$ cat src/rtl/de0ec8_dram_arb.sv
// rtl/de0ec8_dram_arb.sv - three-requester arbiter for the de0ec8 SDRAM controller command port
// Optional macro DE0EC8_ARB_STAT_EN adds the STAT_G0/STAT_G1/STAT_G2 grant counters.
module de0ec8_dram_arb #(
    parameter int VID_MAX    = 4,
    parameter int RD_TIMEOUT = 255
) (
    input  logic        CLK50,
    input  logic        RST_N_r,
    input  logic        R0_REQ,
    input  logic        R0_WR,
    input  logic [23:0] R0_ADDR,
    input  logic [15:0] R0_WDATA,
    output logic        R0_ACK,
    output logic        R0_RVALID,
    input  logic        R1_REQ,
    input  logic        R1_WR,
    input  logic [23:0] R1_ADDR,
    input  logic [15:0] R1_WDATA,
    output logic        R1_ACK,
    output logic        R1_RVALID,
    input  logic        R2_REQ,
    input  logic        R2_WR,
    input  logic [23:0] R2_ADDR,
    input  logic [15:0] R2_WDATA,
    output logic        R2_ACK,
    output logic        R2_RVALID,
    output logic [15:0] R_RDATA,
    output logic        MEM_REQ,
    output logic        MEM_WR,
    output logic [23:0] MEM_ADDR,
    output logic [15:0] MEM_WDATA,
    input  logic        MEM_ACK,
    input  logic        MEM_RVALID,
    input  logic [15:0] MEM_RDATA,
`ifdef DE0EC8_ARB_STAT_EN
    output logic [15:0] STAT_G0,
    output logic [15:0] STAT_G1,
    output logic [15:0] STAT_G2,
`endif
    output logic        ARB_ERR
);

    typedef enum logic [1:0] {
        S_IDLE   = 2'd0,
        S_ISSUE  = 2'd1,
        S_RDWAIT = 2'd2
    } state_t;

    state_t      r_state;
    logic [1:0]  r_grant;
    logic        r_rr_r2;      // 1: R2 wins the next R1/R2 tie, 0: R1 wins
    logic [3:0]  r_vid_cnt;
    logic [7:0]  r_to_cnt;
    logic        r_mem_req;
    logic        r_mem_wr;
    logic [23:0] r_mem_addr;
    logic [15:0] r_mem_wdata;
    logic        r_arb_err;

    logic        w_low;
    logic        w_any;
    logic        w_vid_cap;
    logic [1:0]  w_sel;
    logic        w_sel_wr;
    logic [23:0] w_sel_addr;
    logic [15:0] w_sel_wdata;
    logic        w_ack_ok;
    logic        w_rv_ok;

    assign w_low     = R1_REQ | R2_REQ;
    assign w_any     = R0_REQ | w_low;
    assign w_vid_cap = (r_vid_cnt == 4'(VID_MAX));

    // Winner selection: video first unless it has used up its burst while a low request waits
    always_comb begin
        w_sel = 2'd0;
        if (R0_REQ && !(w_vid_cap && w_low)) begin
            w_sel = 2'd0;
        end else if (R1_REQ && R2_REQ) begin
            w_sel = r_rr_r2 ? 2'd2 : 2'd1;
        end else if (R1_REQ) begin
            w_sel = 2'd1;
        end else if (R2_REQ) begin
            w_sel = 2'd2;
        end
    end

    // Command mux feeding the latch from the selected requester
    always_comb begin
        w_sel_wr    = R0_WR;
        w_sel_addr  = R0_ADDR;
        w_sel_wdata = R0_WDATA;
        case (w_sel)
            2'd1: begin
                w_sel_wr    = R1_WR;
                w_sel_addr  = R1_ADDR;
                w_sel_wdata = R1_WDATA;
            end
            2'd2: begin
                w_sel_wr    = R2_WR;
                w_sel_addr  = R2_ADDR;
                w_sel_wdata = R2_WDATA;
            end
            default: begin
                w_sel_wr    = R0_WR;
                w_sel_addr  = R0_ADDR;
                w_sel_wdata = R0_WDATA;
            end
        endcase
    end

    // Arbitration FSM: latch winner, hold command until accepted, wait for read data
    always_ff @(posedge CLK50 or negedge RST_N_r) begin
        if (!RST_N_r) begin
            r_state     <= S_IDLE;
            r_grant     <= 2'd0;
            r_rr_r2     <= 1'b0;
            r_vid_cnt   <= 4'd0;
            r_to_cnt    <= 8'd0;
            r_mem_req   <= 1'b0;
            r_mem_wr    <= 1'b0;
            r_mem_addr  <= 24'd0;
            r_mem_wdata <= 16'd0;
            r_arb_err   <= 1'b0;
        end else begin
            case (r_state)
                S_IDLE: begin
                    if (w_any) begin
                        r_grant     <= w_sel;
                        r_mem_req   <= 1'b1;
                        r_mem_wr    <= w_sel_wr;
                        r_mem_addr  <= w_sel_addr;
                        r_mem_wdata <= w_sel_wdata;
                        r_state     <= S_ISSUE;
                        if (w_sel == 2'd0) begin
                            // Only video grants that starve a low requester count toward the cap
                            if (w_low && !w_vid_cap) begin
                                r_vid_cnt <= r_vid_cnt + 4'd1;
                            end
                        end else begin
                            r_vid_cnt <= 4'd0;
                            r_rr_r2   <= (w_sel == 2'd1);
                        end
                    end
                end
                S_ISSUE: begin
                    if (MEM_ACK) begin
                        r_mem_req <= 1'b0;
                        if (r_mem_wr) begin
                            r_state <= S_IDLE;
                        end else begin
                            r_to_cnt <= 8'd0;
                            r_state  <= S_RDWAIT;
                        end
                    end
                end
                S_RDWAIT: begin
                    if (MEM_RVALID) begin
                        r_state <= S_IDLE;
                    end else if (r_to_cnt == 8'(RD_TIMEOUT - 1)) begin
                        r_arb_err <= 1'b1;
                        r_state   <= S_IDLE;
                    end else begin
                        r_to_cnt <= r_to_cnt + 8'd1;
                    end
                end
                default: begin
                    r_state <= S_IDLE;
                end
            endcase
        end
    end

    // Accept and read-data strobes follow the controller directly so no cycle is lost
    assign w_ack_ok  = (r_state == S_ISSUE) & MEM_ACK;
    assign w_rv_ok   = (r_state == S_RDWAIT) & MEM_RVALID;

    assign R0_ACK    = w_ack_ok & (r_grant == 2'd0);
    assign R1_ACK    = w_ack_ok & (r_grant == 2'd1);
    assign R2_ACK    = w_ack_ok & (r_grant == 2'd2);
    assign R0_RVALID = w_rv_ok & (r_grant == 2'd0);
    assign R1_RVALID = w_rv_ok & (r_grant == 2'd1);
    assign R2_RVALID = w_rv_ok & (r_grant == 2'd2);
    assign R_RDATA   = MEM_RDATA;

    assign MEM_REQ   = r_mem_req;
    assign MEM_WR    = r_mem_wr;
    assign MEM_ADDR  = r_mem_addr;
    assign MEM_WDATA = r_mem_wdata;
    assign ARB_ERR   = r_arb_err;

`ifdef DE0EC8_ARB_STAT_EN
    logic [15:0] r_stat_g0;
    logic [15:0] r_stat_g1;
    logic [15:0] r_stat_g2;

    // Per-requester grant counters, free-running and wrapping
    always_ff @(posedge CLK50 or negedge RST_N_r) begin
        if (!RST_N_r) begin
            r_stat_g0 <= 16'd0;
            r_stat_g1 <= 16'd0;
            r_stat_g2 <= 16'd0;
        end else if ((r_state == S_IDLE) && w_any) begin
            case (w_sel)
                2'd1:    r_stat_g1 <= r_stat_g1 + 16'd1;
                2'd2:    r_stat_g2 <= r_stat_g2 + 16'd1;
                default: r_stat_g0 <= r_stat_g0 + 16'd1;
            endcase
        end
    end

    assign STAT_G0 = r_stat_g0;
    assign STAT_G1 = r_stat_g1;
    assign STAT_G2 = r_stat_g2;
`endif

endmodule
$ cat config.mk
export PLATFORM = sky130hd
export DESIGN_NAME = de0ec8_dram_arb
export DESIGN_NICKNAME = d
export VERILOG_FILES = /design/src/rtl/de0ec8_dram_arb.sv
export SDC_FILE = /design/constraint.sdc
export NUM_CORES = 1
export LEC_CHECK = 0
export CAP_MARGIN = 20
export CORE_ASPECT_RATIO = 0.8
export CORE_MARGIN = 1
export CORE_UTILIZATION = 40
export DETAILED_ROUTE_END_ITERATION = 8
export MAX_ROUTING_LAYER = met4
export PLACE_DENSITY = 0.85
export SYNTH_ARGS = -nofsm -noshare
export SYNTH_HDL_FRONTEND = slang
export SYNTH_SLANG_ARGS = --single-unit
$ cat constraint.sdc
create_clock -name CLK50 -period 5.85 [get_ports CLK50]
set_input_delay 1.17 -clock CLK50 [delete_from_list [all_inputs] [get_ports CLK50]]
set_output_delay 1.17 -clock CLK50 [all_outputs]
set_load 0.01 [all_outputs]
Word level (Yosys, flattened, before mapping). Cells that the tools add are included.

Register bits: 60. Bits in latches: 0. Memory bits (writable): 0. ROM bits: 0. Bits of input ports: 146. Output and inout bits: 65. Word-level logic and storage cells: 81. Memories kept: 0.

$add $sub $neg: 2. Multipliers: 0. Div/mod/pow operators: 0. $lt $le $gt $ge: 0. Equality and inequality tests: 15. Shift operators: 0. Mux-type cells: 24. Bitwise logic cells: 12. Reductions and logical operators: 18.

Operators by type and width (number): one-hot mux 24 bit (2 select lines) (1); two-way mux 8 bit (4); one-hot mux 16 bit (2 select lines) (1); two-way mux 2 bit (10); one-hot mux 8 bit (2 select lines) (1); AND reduction 3 bit (5); != test 2 bit, second input constant (5); adder 8 x 1 -> 8 bit, second input constant (1); AND 1 bit (8); equality test 8 bit, second input constant (1); two-way mux 4 bit (2); equality test 2 x 1 -> 1 bit, second input constant (3); equality test 2 bit, second input constant (3); zero test 2 bit (3); one-hot mux 2 bit (3 select lines) (1); AND reduction 5 bit (1); adder 4 x 1 -> 4 bit, second input constant (1); equality test 4 x 3 -> 1 bit, second input constant (1); logical AND 1 bit (4); one-hot mux 1 bit (2 select lines) (2); nonzero test 2 bit (2); != test 3 bit, second input constant (1); zero test 1 bit (2); two-way mux 1 bit (2); 4 further kinds (6).

Longest topological paths before layout. Gate-level depths: netlist (run 1).

Depth in word-level cells: 8. Gate-level depth with buffers: 13.

Worst setup path before layout (run 1). No wires, ideal clock.

Path kind: input to output. Start point: in MEM_ACK. End point: out R0_ACK. Arrival time: 1609 ps. Path slack: 3071 ps. Stages on the path: 2. Buffers on the path: 0. Cells stage by stage: nand3b_1 > nor3_1.

Longest elaborated chain between the ends: 2.

RTL lines: start: declaration (line 32) `input logic MEM_ACK,`; AND 1 bit (line 175) `assign w_ack_ok = (r_state == S_ISSUE) & MEM_ACK;`; AND 1 bit (line 178) `assign R0_ACK = w_ack_ok & (r_grant == 2'd0);`; end: declaration (line 13) `output logic R0_ACK,`.

Every way passes these cells.

Worst setup path in the final report (run 1). Same ends and word-level chain as after synthesis.

==> impl_metrics.tcl, run 1 <==
set metrics [dict create \
    status "complete, no violations" \
    dr.pass1.iters 4 \
    grt_max_degree 90 \
    worst_pin_slew_ps 910 \
    critPathBufInv 2 \
    cts.sinks 60 \
    fin_ws_ps 2090 \
    antenna_cells 0 \
    place_ws_ps 2010 \
    cts_buffers 9 \
    area_growth_pct 56.9 \
    synth_top_area_cell "dfrtp_1" \
    crit_cells 4 \
    total_power_mw 2.12 \
    place_congestion 0.793 \
    hold_viol 0 \
    grt_overflow_total 0 \
    start_kind "input pin" \
    r2r-start "r_vid_cnt[0]$_DFFE_PN0P_" \
    path_max_fanout 5 \
    maxCapViolCount 0 \
    initial_core_util_pct 42.0 \
    post-route-period-util_pct 64.2 \
    min_from "MEM_WDATA[8]$_DFFE_PN0P_" \
    num_rows 29 \
    path_clk_slew_ps 70 \
    slowest_delay_ps 570 \
    cts_setup_buffers 0 \
    rsz0062_at_grt "false" \
    critPathKind "in2out" \
    ys_types 41 \
    avgSynthCellArea_um2 8.47 \
    cp_slowest_cell "clkdlybuf4s50_1" \
    ctsResizeCount 0 \
    via_count 3459 \
    netlist_top_cells_count "nand2_1, o21ai_0, dfrtp_1" \
    htreeDepth 3 \
    crit_required_ps 4680 \
    design.core.area_um2 8090 \
    ff2ff_path_depth 12 \
    synth_seq_cells 60 \
    nFillCells 674 \
    path_common_cell "clkdlybuf4s50_1" \
    wire_per_inst_um 15.0 \
    synth_top_area_share_pct 44.2 \
    yosys_most_used_dff "dfrtp_1" \
    timing.hold.ws_ps 479 \
    crit_path_start "MEM_ACK" \
    arrival_ps 2590 \
    slew_headroom_pct 39.3 \
    crit_family "buffers and inverters" \
    synth_warnings 0 \
    p_leak_nw 2.18 \
    setup_tns_ps 0 \
    io_buffers 178 \
    cp-end-kind "primary output" \
    drtIter0Drc 160 \
    die_w_um 105 \
    die_h_um 84.4 \
    seq_area_frac_synth_pct 44.2 \
    syn_nets 554 \
    async_flop_share_pct 100 \
    power_density_nw_per_um2 397 \
    finalSetupViolations 0 \
    final_antenna_net_count 0 \
    slew_viol_final 0 \
    grt_usage_pct 23.2 \
    clockRootBuffer "clkbuf_8" \
    synth.cell_area_um2 3400 \
    die_area_um2 8860 \
    insertion_delay_ps 330 \
    antenna_found_initial 0 \
    synth_top_cells_by_area "dfrtp_1, nand2_1, o21ai_0" \
    netlist_instances 401 \
    cts_hold_buf 0 \
    drc 0 \
    ctsLongestPathBuffers 2 \
    ir_worst_vdd_mv 0.201 \
    fmax_mhz 266 \
    min_period_ps 3760 \
    post-dp-hpwl_um 7250 \
    grt_pass1_vias 3377 \
    synth.most_common_cell "nand2_1" \
    worstPathCellList "clkdlybuf4s50_1, nand3b_1, nor3_1, clkdlybuf4s50_1" \
    viasPerCell 5.22 \
    num_io_pins 211 \
    fin_skew_ps 12.5 \
    synth_enable_flop_cells 0 \
    hold_depth 2 \
    min_path_type "reg2reg" \
    cts_tree "done" \
    grt_pass1_wl_um 15800 \
    fin_nets 703 \
    drive_above_1_share_pct 5.77 \
    routed_wl_um 9980 \
]
[metrics by stage]
step | instances | util [%] | cell area, um2
finish | 663 | 65.9 | 5330
global route | 663 | 65.9 | 5330
global placement | 646 | 62.8 | 5080
floorplan | 401 | - | 3400
CTS | 663 | 65.9 | 5330
detailed placement | 647 | 63.1 | 5100
[tightest hold or removal path: stages, from the launching register on]
cell and delay [ps]:
dfrtp_1 340, nand2_1 40, o21ai_0 60
[cells in the final DEF, fill, tap and decap left out, drive strengths merged, types with 2 or more instances in the layout]
cell type / synthesis / routed
a22oi: 41 / 41
clkbuf: 11 / 10
clkinv: 0 / 2
or3: 3 / 3
buf: 33 / 5
inv: 7 / 8
nor3: 3 / 3
nand3: 7 / 7
nand4: 2 / 2
nor2: 9 / 9
dfrtp: 60 / 60
nand2b: 6 / 6
nand2: 95 / 95
ha: 7 / 7
a21o: 3 / 3
nand3b: 3 / 3
o21ai: 89 / 89
clkdlybuf4s50: 0 / 177
a21oi: 5 / 5
bufinv: 0 / 2
mux2i: 2 / 2
[report_power, final]
group | switching (mW) | internal [mW] | leakage [nW]
combinational | 0.493 | 0.499 | 1.30
clock | 0.168 | 0.251 | 0.113
sequential | 0.115 | 0.589 | 0.759
total | 0.776 | 1.34 | 2.18
[state kept, by name, summed over array words and instances (netlist names)]
register	flops
r_to_cnt	8
MEM_WR	1
MEM_ADDR	24
r_grant	2
MEM_REQ	1
r_vid_cnt	4
ARB_ERR	1
r_rr_r2	1
r_state	2
MEM_WDATA	16
[cell type report]
cell class                      instances  area, um2  share of cell area, %
Multi-Input combinational cell        290       1620                   30.5
Tap cell                              108        135                   2.54
Timing Repair Buffer                  182       1820                   34.1
Inverter                                7       26.3                  0.493
Clock inverter                          6       86.3                   1.62
Sequential cell                        60       1500                   28.2
Clock buffer                           10        138                   2.58
[logic make-up (layout without fill, tap and decap cells)]
| logic type | count (synthesis) | in the layout | share of synthesized area [%] |
|---|---|---|---|
| AO/OA/AOI/OAI | 148 | 148 | 26.9 |
| XOR/XNOR | 1 | 1 | 0.258 |
| adder cells (fa/ha/maj) | 7 | 7 | 2.58 |
| buffers and inverters | 51 | 205 | 8.14 |
| flip-flops | 60 | 60 | 44.2 |
| multiplexers | 3 | 3 | 0.921 |
| AND/OR/NAND/NOR | 131 | 131 | 17.0 |
[metal layers]
metal,routed length [um],vias up,GRT usage [%]
li1,-,1688,-
met5,0,-,-
met2,4900,161,39.3
met1,4170,1594,26.6
met4,158,0,7.68
met3,750,16,6.37
[final timing paths]
| kind | endpoint | slack, ps |
|---|---|---|
| worst max-delay path | R0_ACK | 2090 |
| worst min-delay path | MEM_WDATA[8]$_DFFE_PN0P_ | 480 |
| worst max register to register | MEM_ADDR[21]$_DFFE_PN0P_ | 2950 |
| worst min register to register | MEM_WDATA[8]$_DFFE_PN0P_ | 480 |
| max in group asynchronous | r_vid_cnt[2]$_DFFE_PN0P_ | 4340 |
| min in group asynchronous | MEM_REQ$_DFFE_PN0P_ | 980 |
Note: power is estimated with default switching activity, not from simulation.
==> run 2: changes to the inputs <==
--- a/config.mk
+++ b/config.mk
@@ -8,10 +8,10 @@
 export CAP_MARGIN = 20
 export CORE_ASPECT_RATIO = 0.8
 export CORE_MARGIN = 1
-export CORE_UTILIZATION = 40
+export CORE_UTILIZATION = 34
 export DETAILED_ROUTE_END_ITERATION = 8
 export MAX_ROUTING_LAYER = met4
-export PLACE_DENSITY = 0.85
+export PLACE_DENSITY = 0.77
 export SYNTH_ARGS = -nofsm -noshare
 export SYNTH_HDL_FRONTEND = slang
 export SYNTH_SLANG_ARGS = --single-unit
==> constraint.sdc (replaced) <==
create_clock -name CLK50 -period 3.2 [get_ports CLK50]
set_input_delay 0.64 -clock CLK50 [delete_from_list [all_inputs] [get_ports CLK50]]
set_output_delay 0.64 -clock CLK50 [all_outputs]
set_load 0.01 [all_outputs]
==> run 2 against run 1 <==
  * Sequential power increased by 83%
  * Clock power increased by 150%
  * Critical path type unchanged
  * Combinational power is 86% higher
  * Power grew 97%
  * Final cell count grew 5.0%
  * Via count is essentially flat
  * Die area is 17% higher
==> impl_metrics.tcl, run 2 (synthesized netlist as in run 1, its figures left out) <==
set metrics [dict create \
    status "complete, no violations" \
    worst_pin_slew_ps 536 \
    final_util_pct 57.1 \
    post-route-period-util_pct 84.7 \
    crit_family "buffers and inverters" \
    num_io_pins 211 \
    cts.sinks 60 \
    slew_viol_final 0 \
    grt_pass1_vias 3359 \
    slowest_delay_ps 560 \
    drive_above_1_share_pct 6.79 \
    dr.pass1.iters 5 \
    rsz0062_at_grt "false" \
    design.core.area_um2 9690 \
    crit_required_ps 2560 \
    power_density_nw_per_um2 754 \
    grt_overflow_total 0 \
    ctsLongestPathBuffers 2 \
    grt_max_degree 90 \
    initial_core_util_pct 35.0 \
    layout_common_cells "clkdlybuf4s50_1, nand2_1, o21ai_0" \
    antenna_cells 0 \
    viasPerCell 4.97 \
    grt_pass1_wl_um 15800 \
    largest_reg_flops 24 \
    hold_viol 0 \
    ff2ff_path_depth 12 \
    post-dp-hpwl_um 7520 \
    place_congestion 0.795 \
    ctsResizeCount 0 \
    fin_nets 708 \
    cts_hold_buf 0 \
    start_kind "input pin" \
    path_common_cell "clkdlybuf4s50_1" \
    grt_usage_pct 19.7 \
    area_growth_pct 62.9 \
    min_period_ps 2710 \
    die_h_um 91.4 \
    cp_slowest_cell "clkdlybuf4s50_1" \
    crit_path_start "MEM_ACK" \
    nFillCells 867 \
    setup_tns_ps 0 \
    fmax_mhz 369 \
    path_max_fanout 5 \
    min_path_type "in2async" \
    cts_tree "done" \
    die_area_um2 10400 \
    cts_setup_buffers 0 \
    io_buffers 178 \
    drtIter0Drc 114 \
    maxCapViolCount 0 \
    cts_buffers 9 \
    fin_skew_ps 6.45 \
    p_leak_nw 2.26 \
    antenna_found_initial 0 \
    via_count 3456 \
    insertion_delay_ps 310 \
    slew_headroom_pct 64.3 \
    r2r-start "r_vid_cnt[0]$_DFFE_PN0P_" \
    drc 0 \
    arrival_ps 2070 \
    routed_wl_um 9910 \
    crit_cells 4 \
    cp-end-kind "primary output" \
    path_clk_slew_ps 50 \
    htreeDepth 3 \
    clockRootBuffer "clkbuf_16" \
    ir_worst_vdd_mv 0.329 \
    num_rows 32 \
    critPathBufInv 2 \
    worstPathCellList "clkdlybuf4s50_1, nand3b_1, nor3_1, clkdlybuf4s50_1" \
    die_w_um 114 \
    critPathKind "in2out" \
    final_antenna_net_count 0 \
    final_common_cell "clkdlybuf4s50_1" \
    wire_per_inst_um 14.2 \
    finalSetupViolations 0 \
]
## run 2: changes by cell type in the layout (fill, tap and decap cells not counted), sizes merged
cell / change
buf: +5
clkinv: +2
clkinvlp: -1
inv: -1
## run 2: stage by stage
| stage | setup WS (ps) | cell area (um2) | power, mW | hold WS (ps) | cells |
|---|---|---|---|---|---|
| floorplan | 1140 | 3400 | 2.23 | 344 | 401 |
| global placement | 442 | 5200 | 3.11 | 454 | 680 |
| detailed placement | 188 | 5200 | 3.18 | 456 | 680 |
| CTS | 474 | 5530 | 4.23 | 309 | 696 |
| global route | 385 | 5530 | 4.48 | 322 | 696 |
| finish | 489 | 5530 | 4.17 | 306 | 696 |
## run 2: worst reg2reg max path: stages (launching register included)
cell and delay [ps]:
dfrtp_1 410, inv_1 100, ha_1 150, nand3b_1 120
nand2_1 110, nand3_1 150, inv_1 100, ha_2 520
buf_4 320, a22oi_1 130, nand2_1 90, o21ai_0 90
o21ai_0 210
## run 2: power by group
group | internal, mW | total, mW | switching (mW) | leakage [nW]
logic | 0.948 | 1.85 | 0.903 | 1.34
clock network | 0.702 | 1.03 | 0.330 | 0.162
registers | 1.08 | 1.29 | 0.212 | 0.759
total | 2.73 | 4.17 | 1.45 | 2.26
## run 2: area by class of cell
class                   instances  area (um2)  share of cell area (%)
clock inverters                 6        87.6                    1.58
clock buffers                  10         239                    4.32
flip-flops and latches         60        1500                    27.1
multi-input cells             290        1630                    29.4
repair buffers                187        1880                    34.0
inverters                       7        26.3                   0.475
well taps                     136         170                    3.08
## run 2: final timing paths
| path | to | slack (ps) |
|---|---|---|
| min reg2reg | ARB_ERR$_DFFE_PN0P_ | 470 |
| max reg2reg | MEM_WDATA[5]$_DFFE_PN0P_ | 610 |
| max | R0_ACK | 490 |
| min in group CLK50 | ARB_ERR$_DFFE_PN0P_ | 470 |
| min | r_grant[1]$_DFFE_PN0P_ | 310 |
| max in group asynchronous | MEM_WDATA[8]$_DFFE_PN0P_ | 2150 |
## run 2: routing by layer
layer	global-route usage, %	vias to the layer above	share of wire (%)
met1	22.5	1583	42
li1	-	1705	-
met5	-	-	0
met2	33.5	146	49
met3	5.14	22	7.9
met4	6.25	0	1.4
